## src/rtl/ddr_pair_deser.sv

```systemverilog
// ddr_pair_deser: dual-edge serial receiver. Samples din on both clock
// edges, pairs each rising-edge bit with the following falling-edge bit,
// assembles pairs MSB-first into W-bit words and queues them in a small
// first-word-fall-through FIFO with a valid/ready output.
module ddr_pair_deser #(
  parameter int W     = 8,
  parameter int DEPTH = 4
) (
  input  logic         clk,
  input  logic         rst,
  input  logic         din,
  input  logic         din_en,
  input  logic         sof,
  output logic [W-1:0] word_data,
  output logic         word_valid,
  input  logic         word_ready,
  output logic         overflow,
  output logic         align_err
);

  localparam int HALF = W / 2;
  localparam int CW   = $clog2(HALF + 1);
  localparam int AW   = $clog2(DEPTH);
  localparam logic [CW-1:0] LAST_CNT = CW'(HALF - 1);
  localparam logic [AW:0]   FULL_CNT = (AW + 1)'(DEPTH);

  typedef enum logic {S_HUNT, S_ASSEMBLE} state_t;

  // Capture registers
  logic         r_a_q;
  logic         r_en_q;
  logic         r_sof_q;
  logic         r_b_q;

  // Assembler state
  state_t       r_state;
  logic [CW-1:0] r_cnt;
  logic [W-3:0] r_shreg;

  // FIFO state
  logic [W-1:0] r_mem [DEPTH];
  logic [AW-1:0] r_wr_ptr;
  logic [AW-1:0] r_rd_ptr;
  logic [AW:0]  r_count;
  logic         r_overflow;
  logic         r_align_err;

  logic [1:0]   w_pair;
  logic [W-1:0] w_word;
  logic         w_push;
  logic         w_pop;
  logic         w_full;
  logic         w_push_ok;

  // The pair is only meaningful when r_en_q is set; b has no reset.
  assign w_pair = {r_a_q, r_b_q};
  // The word as it would look if this pair completes it.
  assign w_word = {r_shreg, w_pair};

  // A normal (non-sof) pair that brings the count to W/2 completes a word.
  // A sof pair can never complete one since W/2 >= 2.
  assign w_push = r_en_q && (r_state == S_ASSEMBLE) && !r_sof_q && (r_cnt == LAST_CNT);

  assign word_valid = (r_count != '0);
  assign w_pop      = word_valid && word_ready;
  assign w_full     = (r_count == FULL_CNT);
  // When full, a push only fits if the head leaves on the same edge.
  assign w_push_ok  = w_push && (!w_full || w_pop);

  assign word_data  = word_valid ? r_mem[r_rd_ptr] : '0;
  assign overflow   = r_overflow;
  assign align_err  = r_align_err;

  // Rising-edge capture of bit A and its qualifiers.
  always_ff @(posedge clk) begin
    if (rst) begin
      r_a_q   <= 1'b0;
      r_en_q  <= 1'b0;
      r_sof_q <= 1'b0;
    end else begin
      r_a_q   <= din;
      r_en_q  <= din_en;
      r_sof_q <= sof;
    end
  end

  // Falling-edge capture of bit B; consumed only when r_en_q is set.
  always_ff @(negedge clk) begin
    r_b_q <= din;
  end

  // Assembler FSM: hunt for sof, then shift pairs in and count them.
  always_ff @(posedge clk) begin
    if (rst) begin
      r_state     <= S_HUNT;
      r_cnt       <= '0;
      r_shreg     <= '0;
      r_align_err <= 1'b0;
    end else if (r_en_q) begin
      case (r_state)
        S_HUNT: begin
          if (r_sof_q) begin
            r_shreg      <= '0;
            r_shreg[1:0] <= w_pair;
            r_cnt        <= CW'(1);
            r_state      <= S_ASSEMBLE;
          end
        end
        S_ASSEMBLE: begin
          if (r_sof_q) begin
            // A sof in the middle of a word throws the partial away.
            if (r_cnt != '0) begin
              r_align_err <= 1'b1;
            end
            r_shreg      <= '0;
            r_shreg[1:0] <= w_pair;
            r_cnt        <= CW'(1);
          end else if (r_cnt == LAST_CNT) begin
            r_shreg <= w_word[W-3:0];
            r_cnt   <= '0;
          end else begin
            r_shreg <= w_word[W-3:0];
            r_cnt   <= r_cnt + CW'(1);
          end
        end
        default: begin
          r_state <= S_HUNT;
          r_cnt   <= '0;
        end
      endcase
    end
  end

  // FIFO storage write (no reset so it can map onto distributed RAM).
  always_ff @(posedge clk) begin
    if (!rst && w_push_ok) begin
      r_mem[r_wr_ptr] <= w_word;
    end
  end

  // FIFO pointers, occupancy and the sticky overflow flag.
  always_ff @(posedge clk) begin
    if (rst) begin
      r_wr_ptr   <= '0;
      r_rd_ptr   <= '0;
      r_count    <= '0;
      r_overflow <= 1'b0;
    end else begin
      if (w_push_ok) begin
        r_wr_ptr <= r_wr_ptr + AW'(1);
      end
      if (w_pop) begin
        r_rd_ptr <= r_rd_ptr + AW'(1);
      end
      case ({w_push_ok, w_pop})
        2'b10:   r_count <= r_count + (AW + 1)'(1);
        2'b01:   r_count <= r_count - (AW + 1)'(1);
        default: r_count <= r_count;
      endcase
      if (w_push && !w_push_ok) begin
        r_overflow <= 1'b1;
      end
    end
  end

endmodule
```

## config.mk

```make
export PLATFORM = sky130hd
export DESIGN_NAME = ddr_pair_deser
export DESIGN_NICKNAME = d
export VERILOG_FILES = /design/src/rtl/ddr_pair_deser.sv
export SDC_FILE = /design/constraint.sdc
export NUM_CORES = 1
export LEC_CHECK = 0
export BUFFER_PORTS_ARGS = -buffer_cell sky130_fd_sc_hd__buf_2
export CAP_MARGIN = 20
export CORE_UTILIZATION = 50
export CTS_BUF_LIST = sky130_fd_sc_hd__clkbuf_16
export CTS_CLUSTER_DIAMETER = 60
export DETAILED_ROUTE_END_ITERATION = 12
export HOLD_SLACK_MARGIN = 0.05
export PLACE_DENSITY = 0.71
export SLEW_MARGIN = 30
export SYNTH_ARGS = -nofsm -noshare
export SYNTH_HDL_FRONTEND = slang
export SYNTH_SLANG_ARGS = --single-unit
```

## constraint.sdc

```tcl
create_clock -name clk -period 2.1 [get_ports clk]
set_input_delay 0.21 -clock clk [delete_from_list [all_inputs] [get_ports clk]]
set_output_delay 0.21 -clock clk [all_outputs]
set_load 0.005 [all_outputs]
```

==> results.md, run 1 <==
* CTS buffer count at 9
* Yosys cell types at 40
* Port Buffer Count at 16
* Synthesized cell area at 2374 um2
* List of most frequent post-synthesis cells: edfxtp_1 (32), dfxtp_1 (25), nor2_1 (21), and2_1 (12), inv_1 (10)
* Area grow syn2layout at 24.04%
* Iter 0 DRT Violations at 88
* Vias in the first global route at 1449
* R2R depth at 8
* Hold Fails Final Rpt at 0
* WL per Instance at 16.30 um
* YS warnings at 0
* Fin worst setup slack at 0.08709 ns
* Net Switching at 830.8 uW
* Worst Skew at 0.04894 ns
* Pleak at 0.001134 uW
* Largest net degree at the start of global routing at 27
* Post-synthesis sequential area ratio at 61.57%
* Cell count of the worst hold path at 2
* Max Freq at 496.8 MHz
* Clk sinks at 57
* Crit-path max FO at 3
* Crit path largest cell delay at 0.36 ns
* Crit. End Element: flop
* Post-DP HPWL at 2713 um
* Finished Core Util at 66.24%
* Synth top area share at 40.48%
* Max Slew Vio Count at 0
* Worst hold path type: input pin to flop
* Initial DRT Pass Iterations at 6
* Ports at 17
* Worst endpoint required time at 2.31 ns
* Power density over the cells at 1240 nW/um2
* Die height at 70.90 um
* Die boundary width at 70.90 um
* Root Driver: clkbuf_16
* Starting Density at 53.41%
* Critical path type: flop to flop
* Sequential share of power at 35.1%
* Layout cells sized above 1 at 29.41%
* Core ar. at 4444 um2
* Final #Nets at 212
* R2r setup slk at 0.09 ns
* # fillers at 330
* Die Area at 5027 um2
* GPL Wtd Cong at 0.7470
* Dominant register cell in the synthesized netlist: edfxtp_1
* Yosys top cell by area: edfxtp_1
* Startpoint types: flop
* Crit path from: r_cnt[0]
* Worst r2r src: r_cnt[0]
* Register area at 1461 um2
* First-pass GRT wire length at 6920 um
* VDD IR max at 0.7881 mV
* Final setup fails at 0
* Final setup TNS at 0 ns
* Via-to-Cell Ratio at 5.348
* Endpoint of the worst register-to-register path: r_count[2]
* Crit path capture: r_count[2]
* Number of max-cap violations at 0
* Vias at 1369
* Fin crit period at 2.013 ns
* FP Rows at 24
* Post-synth ARST share at 0%
* Total wire length at 4173 um
* Worst path arrival time at 2.22 ns
* Final Cell Area at 2944 um2
* Initial antenna violation count at 0
* Crit path cell chain: ha_1 -> nor2b_1 -> a21oi_4 -> inv_1 -> fa_2 -> a21oi_2 -> a22oi_2 -> mux2_4
* Status: complete, no violations
* Switching Share at 22.75%
* Post-CTS Setup Inserts at 0
* CP max stage cell: fa_2
* Clock tree buffer depth at 2
* Worst rel slew slack at 58.01%
* GRT overflow at 0
* Post-Syn Nets at 183
* DRC at 0
* Cell count after synthesis at 170
* Final antenna-violating net count at 0
* Most area-consuming cells after synthesis: edfxtp_1 (40%), dfxtp_1 (21%), mux4_2 (7.6%)
* Total track usage at 19.04%
* Clk slew on worst S/H paths at 0.05 ns
* Post-Syn Area per Cell at 13.96 um2
* Count leader, synth: edfxtp_1
* CTS tree: yes
* Clk pwr share at 47.8%
* Cell Int Power at 2821 uW
* Antenna Cells at 0
* Yosys reg bits at 57
* Unrepaired setup endpoints after global routing: no
* Area of the multi-input gates at 842.1 um2
* Fin crit share at 95.85%
* Number of synthesized flops with an enable pin at 32
* Tightest Pin Transition at 0.6257 ns
* Gate power share at 17.1%
* Fin cells at 256
* Place WS at 0.06874 ns
* Clock H-tree levels at 3
* Placed insts at 240
* Clock latency on the worst-skew pair at 0.37 ns
* Placed Area at 2577 um2
[critical path: cells and delay by family (launching register included)]
family	cells	cell delay, ns
adder cells (fa/ha/maj)	2	0.58
flip-flops	1	0.32
AO/OA/AOI/OAI	3	0.42
multiplexers	1	0.31
buffers and inverters	1	0.08
AND/OR/NAND/NOR	1	0.18
[power by group through the flow]
stage / Clock (uW) / Combinational, uW / Sequential [uW]
2_1_floorplan: 5.96 / 453 / 1290
5_1_grt: 1810 / 686 / 1290
3_3_place_gp: 5.96 / 607 / 1300
3_5_place_dp: 5.96 / 626 / 1300
4_1_cts: 1760 / 632 / 1280
6_report: 1740 / 626 / 1280
[worst min path at each step]
stage | from | to | slack [ns]
floorplan | din | r_a_q | 0.34
global placement | din_en | r_en_q | 0.42
detailed placement | sof | r_sof_q | 0.43
CTS | sof | r_sof_q | 0.10
global route | din_en | r_en_q | 0.12
finish | din_en | r_en_q | 0.11
[layout make-up]
type                            count  share of cell area, %
Clock buffer                        9                  7.650
Clock inverter                      8                  4.632
Tap cell                           52                  2.210
Multi-Input combinational cell     95                  28.60
Inverter                            9                  1.147
Sequential cell                    57                  49.64
Timing Repair Buffer               26                  6.120
[flip-flops by register name, indices dropped and copies added, names as in the netlist, named ones only]
signal     cells
r_a_q          1
r_cnt          3
r_b_q          1
r_count        3
overflow       1
r_wr_ptr       2
r_rd_ptr       2
r_mem         32
r_state        1
align_err      1
r_shreg        6
r_sof_q        1
r_en_q         1
[layer usage]
layer,GRT usage [%],wire length [um],vias to the layer above
met2,32.16,2140,26
met1,22.54,1830,667
met5,0,0,-
met3,6.125,138,9
li1,-,-,667
met4,8.000,64,0
[repair_timing]
item                                    in CTS  in global routing
gates resized for setup                      0                  2
hold buffers                                 0                  0
endpoints found under the hold margin        0                  0
endpoints found under the setup margin       0                 33
[per-stage QoR]
| stage | total power (uW) | hold slack, ns |
|---|---|---|
| final | 3652 | 0.1055 |
| after global routing | 3785 | 0.1160 |
| after CTS | 3678 | 0.1022 |
| after detailed placement | 1934 | 0.4327 |
| after global placement | 1909 | 0.4210 |
| after floorplan | 1747 | 0.3382 |
[cell families (layout without fill, tap and decap cells)]
| kind of cell | after synthesis | after routing | synth area share (%) |
|---|---|---|---|
| muxes | 14 | 14 | 10.44 |
| and+or+nand+nor | 52 | 52 | 13.23 |
| buffers and inverters | 18 | 52 | 3.321 |
| DFF | 57 | 57 | 61.57 |
| xor gates and xnor gates | 3 | 3 | 1.107 |
| adders and majority gates | 7 | 7 | 4.006 |
| AOI/OAI and AO/OA | 19 | 19 | 6.326 |
[cell usage in the layout (no fill, tap or decap), types with 2 or more instances in the layout]
cell type / instances
bufinv_16: 4
xor2_1: 2
a22oi_1: 3
buf_4: 8
clkbuf_16: 9
inv_1: 10
mux2_1: 2
mux2i_1: 3
a21oi_2: 2
buf_2: 16
buf_12: 2
and2_1: 12
nand2_1: 2
nand3_1: 2
edfxtp_1: 32
a21oi_1: 7
clkinv_1: 2
mux4_2: 8
nor2_1: 21
nor2b_1: 5
dfxtp_1: 25
ha_1: 6
(Power assumes the default switching activity.)
==> inputs of run 2 (changes only) <==
--- a/config.mk
+++ b/config.mk
@@ -13,6 +13,7 @@
 export DETAILED_ROUTE_END_ITERATION = 12
 export HOLD_SLACK_MARGIN = 0.05
 export PLACE_DENSITY = 0.71
+export REMOVE_ABC_BUFFERS = 1
 export SLEW_MARGIN = 30
 export SYNTH_ARGS = -nofsm -noshare
 export SYNTH_HDL_FRONTEND = slang
==> results.md, run 2 (same netlist as run 1, synthesis figures left out) <==
* Initial antenna violation count at 0 (unchanged)
* Fin crit share at 95.33% (-0.52 points)
* Worst endpoint required time at 2.31 ns (about the same)
* Crit. End Element: flop
* Worst path arrival time at 2.21 ns (about the same)
* Status: complete, no violations
* Layout cells sized above 1 at 27.94% (-1.5 points)
* Number of max-cap violations at 0 (unchanged)
* Post-CTS Setup Inserts at 0 (unchanged)
* Top reg by flops: r_mem
* Clock tree buffer depth at 2 (unchanged)
* Worst Skew at 0.05140 ns (+0.002463 ns)
* Regs by FF count: r_mem (32), r_shreg (6)
* Top delay family on crit path: adder cells
* Die Area at 5027 um2 (unchanged)
* Iter 0 DRT Violations at 78 (-11%)
* Min Hold Slack at 0.1002 ns (-0.005252 ns)
* Antenna Cells at 0 (unchanged)
* # fillers at 333 (+0.91%)
* WL per Instance at 16.38 um (+0.48%)
* Clock H-tree levels at 3 (unchanged)
* Largest net degree at the start of global routing at 27 (unchanged)
* Fin crit period at 2.002 ns (-0.01088 ns)
* Most common cell after layout, fill and taps aside: edfxtp_1
* Ports at 17 (unchanged)
* Max Slew Vio Count at 0 (unchanged)
* Fin cells at 256 (unchanged)
* Hold Fails Final Rpt at 0 (unchanged)
* DRC at 0 (unchanged)
* Critical path type: flop to flop
* Total track usage at 20.18% (+1.1 points)
* Max Freq at 499.5 MHz (+0.54%)
* Final antenna-violating net count at 0 (unchanged)
* CP max stage cell: fa_2
* Clk slew on worst S/H paths at 0.05 ns (about the same)
* Placed insts at 240 (unchanged)
* Worst hold path type: input pin to flop
* FP Rows at 24 (unchanged)
* CTS tree: yes
* Most frequent cells in the layout: edfxtp_1 (32), dfxtp_1 (25), nor2_1 (21), buf_2 (16)
* Area of the multi-input gates at 835.8 um2 (-0.74%)
* Vias in the first global route at 1482 (+2.3%)
* Core ar. at 4444 um2 (unchanged)
* Final setup fails at 0 (unchanged)
* Final #Nets at 212 (unchanged)
* Root Driver: clkbuf_16
* VDD IR max at 0.4960 mV (-37%)
* Final setup TNS at 0 ns (unchanged)
* Startpoint types: flop
* Post-DP HPWL at 2887 um (+6.4%)
* Crit-path max FO at 3 (unchanged)
* CTS buffer count at 9 (unchanged)
* Unrepaired setup endpoints after global routing: no
* Starting Density at 53.41% (unchanged)
* Cts hold-fix bufs at 0 (unchanged)
* Port Buffer Count at 16 (unchanged)
* Largest register FFs at 32 (unchanged)
* Worst rel slew slack at 55.87% (-2.1 points)
* Pleak at 0.001101 uW (-2.9%)
* Crit path largest cell delay at 0.36 ns (about the same)
* Area grow syn2layout at 20.51%
* Vias at 1374 (+0.37%)
* GRT overflow at 0 (unchanged)
* Crit path cell chain: ha_1 -> nor2b_1 -> a21oi_4 -> inv_1 -> fa_2 -> a21oi_2 -> a22oi_2 -> mux2_4
* Clock latency on the worst-skew pair at 0.37 ns (about the same)
* Via-to-Cell Ratio at 5.367 (+0.37%)
* Clk sinks at 57 (unchanged)
* Die boundary width at 70.90 um (unchanged)
* Total wire length at 4193 um (+0.48%)
* Initial DRT Pass Iterations at 4 (-2)
* Die height at 70.90 um (unchanged)
* Tightest Pin Transition at 0.6575 ns (+0.03178 ns)
* Power density over the cells at 1097 nW/um2 (-12%)
* Number of buffers and inverters on the critical path at 1 (unchanged)
* Power, Total at 3138 uW (-14%)
* Register area at 1461 um2 (unchanged)
* First-pass GRT wire length at 7203 um (+4.1%)
* GPL Wtd Cong at 0.8642 (+16%)
## run 2: cell count changes in the layout (fill, tap and decap cells not counted)
cell	delta
nor4_1	+1
inv_1	+2
clkinv_2	+2
buf_4	-2
bufinv_16	-4
buf_12	+2
nor4_2	-1
## run 2: worst register-to-register path, cell delays in order, from the launching register on
cell and delay [ns]:
dfxtp_1 0.32, ha_1 0.22, nor2b_1 0.18, a21oi_4 0.20, inv_1 0.09, fa_2 0.36, a21oi_2 0.13, a22oi_2 0.08
mux2_4 0.31
## run 2: layer usage
layer	track usage [%]	up-vias	part of all wire, %
met5	0	-	0
met4	14.67	0	3.7
met3	4.274	11	2.8
met2	33.97	26	51
met1	22.80	676	42
li1	-	661	-
## run 2: final timing paths
| path | from | to | slack, ns | cells after the start |
|---|---|---|---|---|
| max | r_cnt[0] | r_count[2] | 0.1 | 8 |
| min | sof | r_sof_q | 0.10 | 2 |
| max reg2reg | r_cnt[0] | r_count[2] | 0.1 | 8 |
| min reg2reg | r_cnt[0] | r_cnt[0] | 0.48 | 2 |
## run 2: where the power goes
| group | leakage, uW | total, uW | switching (uW) | internal (uW) |
|---|---|---|---|---|
| clock network | 0.000142 | 1230 | 459 | 772 |
| registers | 0.000498 | 1280 | 60.4 | 1220 |
| logic | 0.000461 | 625 | 295 | 330 |
## run 2: layout make-up
type / count / share of cell area (%)
Sequential cell: 57 / 51.09
Tap cell: 52 / 2.275
Inverter: 9 / 1.181
Clock buffer: 9 / 7.874
Clock inverter: 8 / 1.181
Multi-Input combinational cell: 95 / 29.22
Timing Repair Buffer: 26 / 7.174
## run 2: timing repair
item,in CTS,in global routing
setup endpoints to repair,0,1
gates resized for setup,0,1
endpoints found under the hold margin,0,0
## run 2: per-stage QoR
stage	instance area [um2]	worst slack, ns	util (%)
3_3_place_gp	2603	0.1429	58.56
4_1_cts	2858	0.04216	64.30
6_report	2860	0.09797	64.36
2_1_floorplan	2332	0.1848	-
3_5_place_dp	2603	0.05710	58.56
5_1_grt	2860	0.005758	64.36
==> inputs of run 3 (changes only) <==
--- a/config.mk
+++ b/config.mk
@@ -7,8 +7,9 @@
 export LEC_CHECK = 0
 export BUFFER_PORTS_ARGS = -buffer_cell sky130_fd_sc_hd__buf_2
 export CAP_MARGIN = 20
+export CORE_MARGIN = 2
 export CORE_UTILIZATION = 50
-export CTS_BUF_LIST = sky130_fd_sc_hd__clkbuf_16
+export CTS_BUF_LIST = sky130_fd_sc_hd__clkbuf_4 sky130_fd_sc_hd__clkbuf_8
 export CTS_CLUSTER_DIAMETER = 60
 export DETAILED_ROUTE_END_ITERATION = 12
 export HOLD_SLACK_MARGIN = 0.05
==> results.md, run 3 (same netlist as run 1, synthesis figures left out) <==
* Total wire length at 3981 um (-5.1%)
* First-pass GRT wire length at 6686 um (-7.2%)
* Final setup TNS at 0 ns (unchanged)
* Critical path type: flop to flop
* Via-to-Cell Ratio at 5.292 (-1.4%)
* Final antenna-violating net count at 0 (unchanged)
* Clk sinks at 57 (unchanged)
* Pleak at 0.001054 uW (-4.3%)
* Most frequent cells in the layout: edfxtp_1 (32), dfxtp_1 (24), nor2_1 (21), buf_2 (16), and2_1 (12)
* Area grow syn2layout at 16.66%
* Clock latency on the worst-skew pair at 0.36 ns (about the same)
* Regs by FF count: r_mem (32), r_shreg (6)
* Largest register FFs at 32 (unchanged)
* WL per Instance at 15.49 um (-5.4%)
* Max Freq at 504.6 MHz (+1.0%)
* Number of max-cap violations at 0 (unchanged)
* Fin crit period at 1.982 ns (-0.02033 ns)
* Port Buffer Count at 16 (unchanged)
* Max Slew Vio Count at 0 (unchanged)
* Vias at 1360 (-1.0%)
* Root Driver: clkbuf_8
* CTS tree: yes
* Post-DP HPWL at 2776 um (-3.9%)
* Die height at 72.90 um (+2.8%)
* Final setup fails at 0 (unchanged)
* Worst hold path type: input pin to flop
* Hold Fails Final Rpt at 0 (unchanged)
* Crit. End Element: flop
* Total track usage at 17.70% (-2.5 points)
* Iter 0 DRT Violations at 111 (+42%)
* VDD IR max at 0.5020 mV (+1.2%)
* Most common cell after layout, fill and taps aside: edfxtp_1
* Status: complete, no violations
* Crit-path max FO at 3 (unchanged)
* Die boundary width at 72.90 um (+2.8%)
* Worst path arrival time at 2.20 ns (about the same)
* Fin crit share at 94.37% (-0.97 points)
* DRC at 0 (unchanged)
* Power density over the cells at 1023 nW/um2 (-6.7%)
* Unrepaired setup endpoints after global routing: no
* Antenna Cells at 0 (unchanged)
* Cts hold-fix bufs at 0 (unchanged)
* Top reg by flops: r_mem
* Clk slew on worst S/H paths at 0.06 ns (about the same)
* Post-cts resize count at 0 (unchanged)
* Startpoint types: flop
* Worst rel slew slack at 58.28% (+2.4 points)
* Worst endpoint required time at 2.31 ns (about the same)
* Fin worst setup slack at 0.1183 ns (+0.02033 ns)
* Ports at 17 (unchanged)
* Core ar. at 4661 um2 (+4.9%)
* Initial antenna violation count at 0 (unchanged)
* GPL Wtd Cong at 0.7592 (-12%)
* Worst Skew at 0.04004 ns (-0.01136 ns)
* Starting Density at 50.93% (-2.5 points)
* Largest net degree at the start of global routing at 27 (unchanged)
* GRT overflow at 0 (unchanged)
* Die Area at 5314 um2 (+5.7%)
* Clock tree buffer depth at 2 (unchanged)
* Vias in the first global route at 1448 (-2.3%)
* Initial DRT Pass Iterations at 4 (unchanged)
* Final #Nets at 212 (unchanged)
* Clock H-tree levels at 3 (unchanged)
* Layout cells sized above 1 at 29.56% (+1.6 points)
* Tightest Pin Transition at 0.6216 ns (-0.03584 ns)
* Post-CTS Setup Inserts at 0 (unchanged)
* Power, Total at 2833 uW (-9.7%)
* Min Hold Slack at 0.09419 ns (-0.006053 ns)
* Place WS at 0.07627 ns (+0.01917 ns)
* CTS buffer count at 9 (unchanged)
* FP Rows at 25 (+4.2%)
run 3: cell count changes in the layout (fill, tap and decap cells not counted):
| cell | delta |
|---|---|
| clkbuf_8 | +9 |
| dfxtp_1 | -1 |
| clkbuf_16 | -9 |
| clkbuf_4 | +1 |
| nor4_1 | -1 |
| clkinv_2 | -1 |
| buf_4 | +2 |
| inv_1 | -2 |
| bufinv_16 | +1 |
| buf_12 | -2 |
| dfxtp_2 | +1 |
| nor4_2 | +1 |
run 3: through the flow:
step / std cells / instance area (um2) / utilization [%]
2_1_floorplan: 162 / 2332 / -
3_3_place_gp: 242 / 2580 / 55.36
3_5_place_dp: 242 / 2580 / 55.36
4_1_cts: 257 / 2759 / 59.19
5_1_grt: 257 / 2769 / 59.41
6_report: 257 / 2769 / 59.41
run 3: critical path: stages (launching register included):
cell and delay (ns):
dfxtp_1 0.32, ha_1 0.21, nor2b_1 0.17, a21oi_4 0.19
inv_1 0.08, fa_2 0.36, a21oi_2 0.14, a22oi_2 0.08
mux2_4 0.31
run 3: metal layers:
metal	GRT usage [%]	wire length, um	part of all wire, %
met5	0	0	0
met4	10.29	80	2.0
met3	6.354	151	3.8
met2	30.10	2115	53
met1	18.88	1634	41
run 3: power by group:
group	total, uW	switching [uW]	internal (uW)
Combinational	606	275	331
Clock	930	386	544
Sequential	1300	76.3	1220
run 3: final cells by class:
class,instances,area (um2)
inverters,9,33.78
flip-flops and latches,57,1463
clock buffers,10,131.4
repair buffers,26,180.2
multi-input cells,95,842.1
well taps,54,67.56
fillers,343,1892
clock inverters,6,51.30
run 3: path summary, 6_finish.rpt:
kind,from,to,slack (ns),depth (start not counted)
worst max register to register,r_cnt[0],r_count[2],0.12,8
worst min-delay path,din_en,r_en_q,0.09,2
worst min register to register,align_err,align_err,0.47,2
worst max-delay path,r_cnt[0],r_count[2],0.12,8
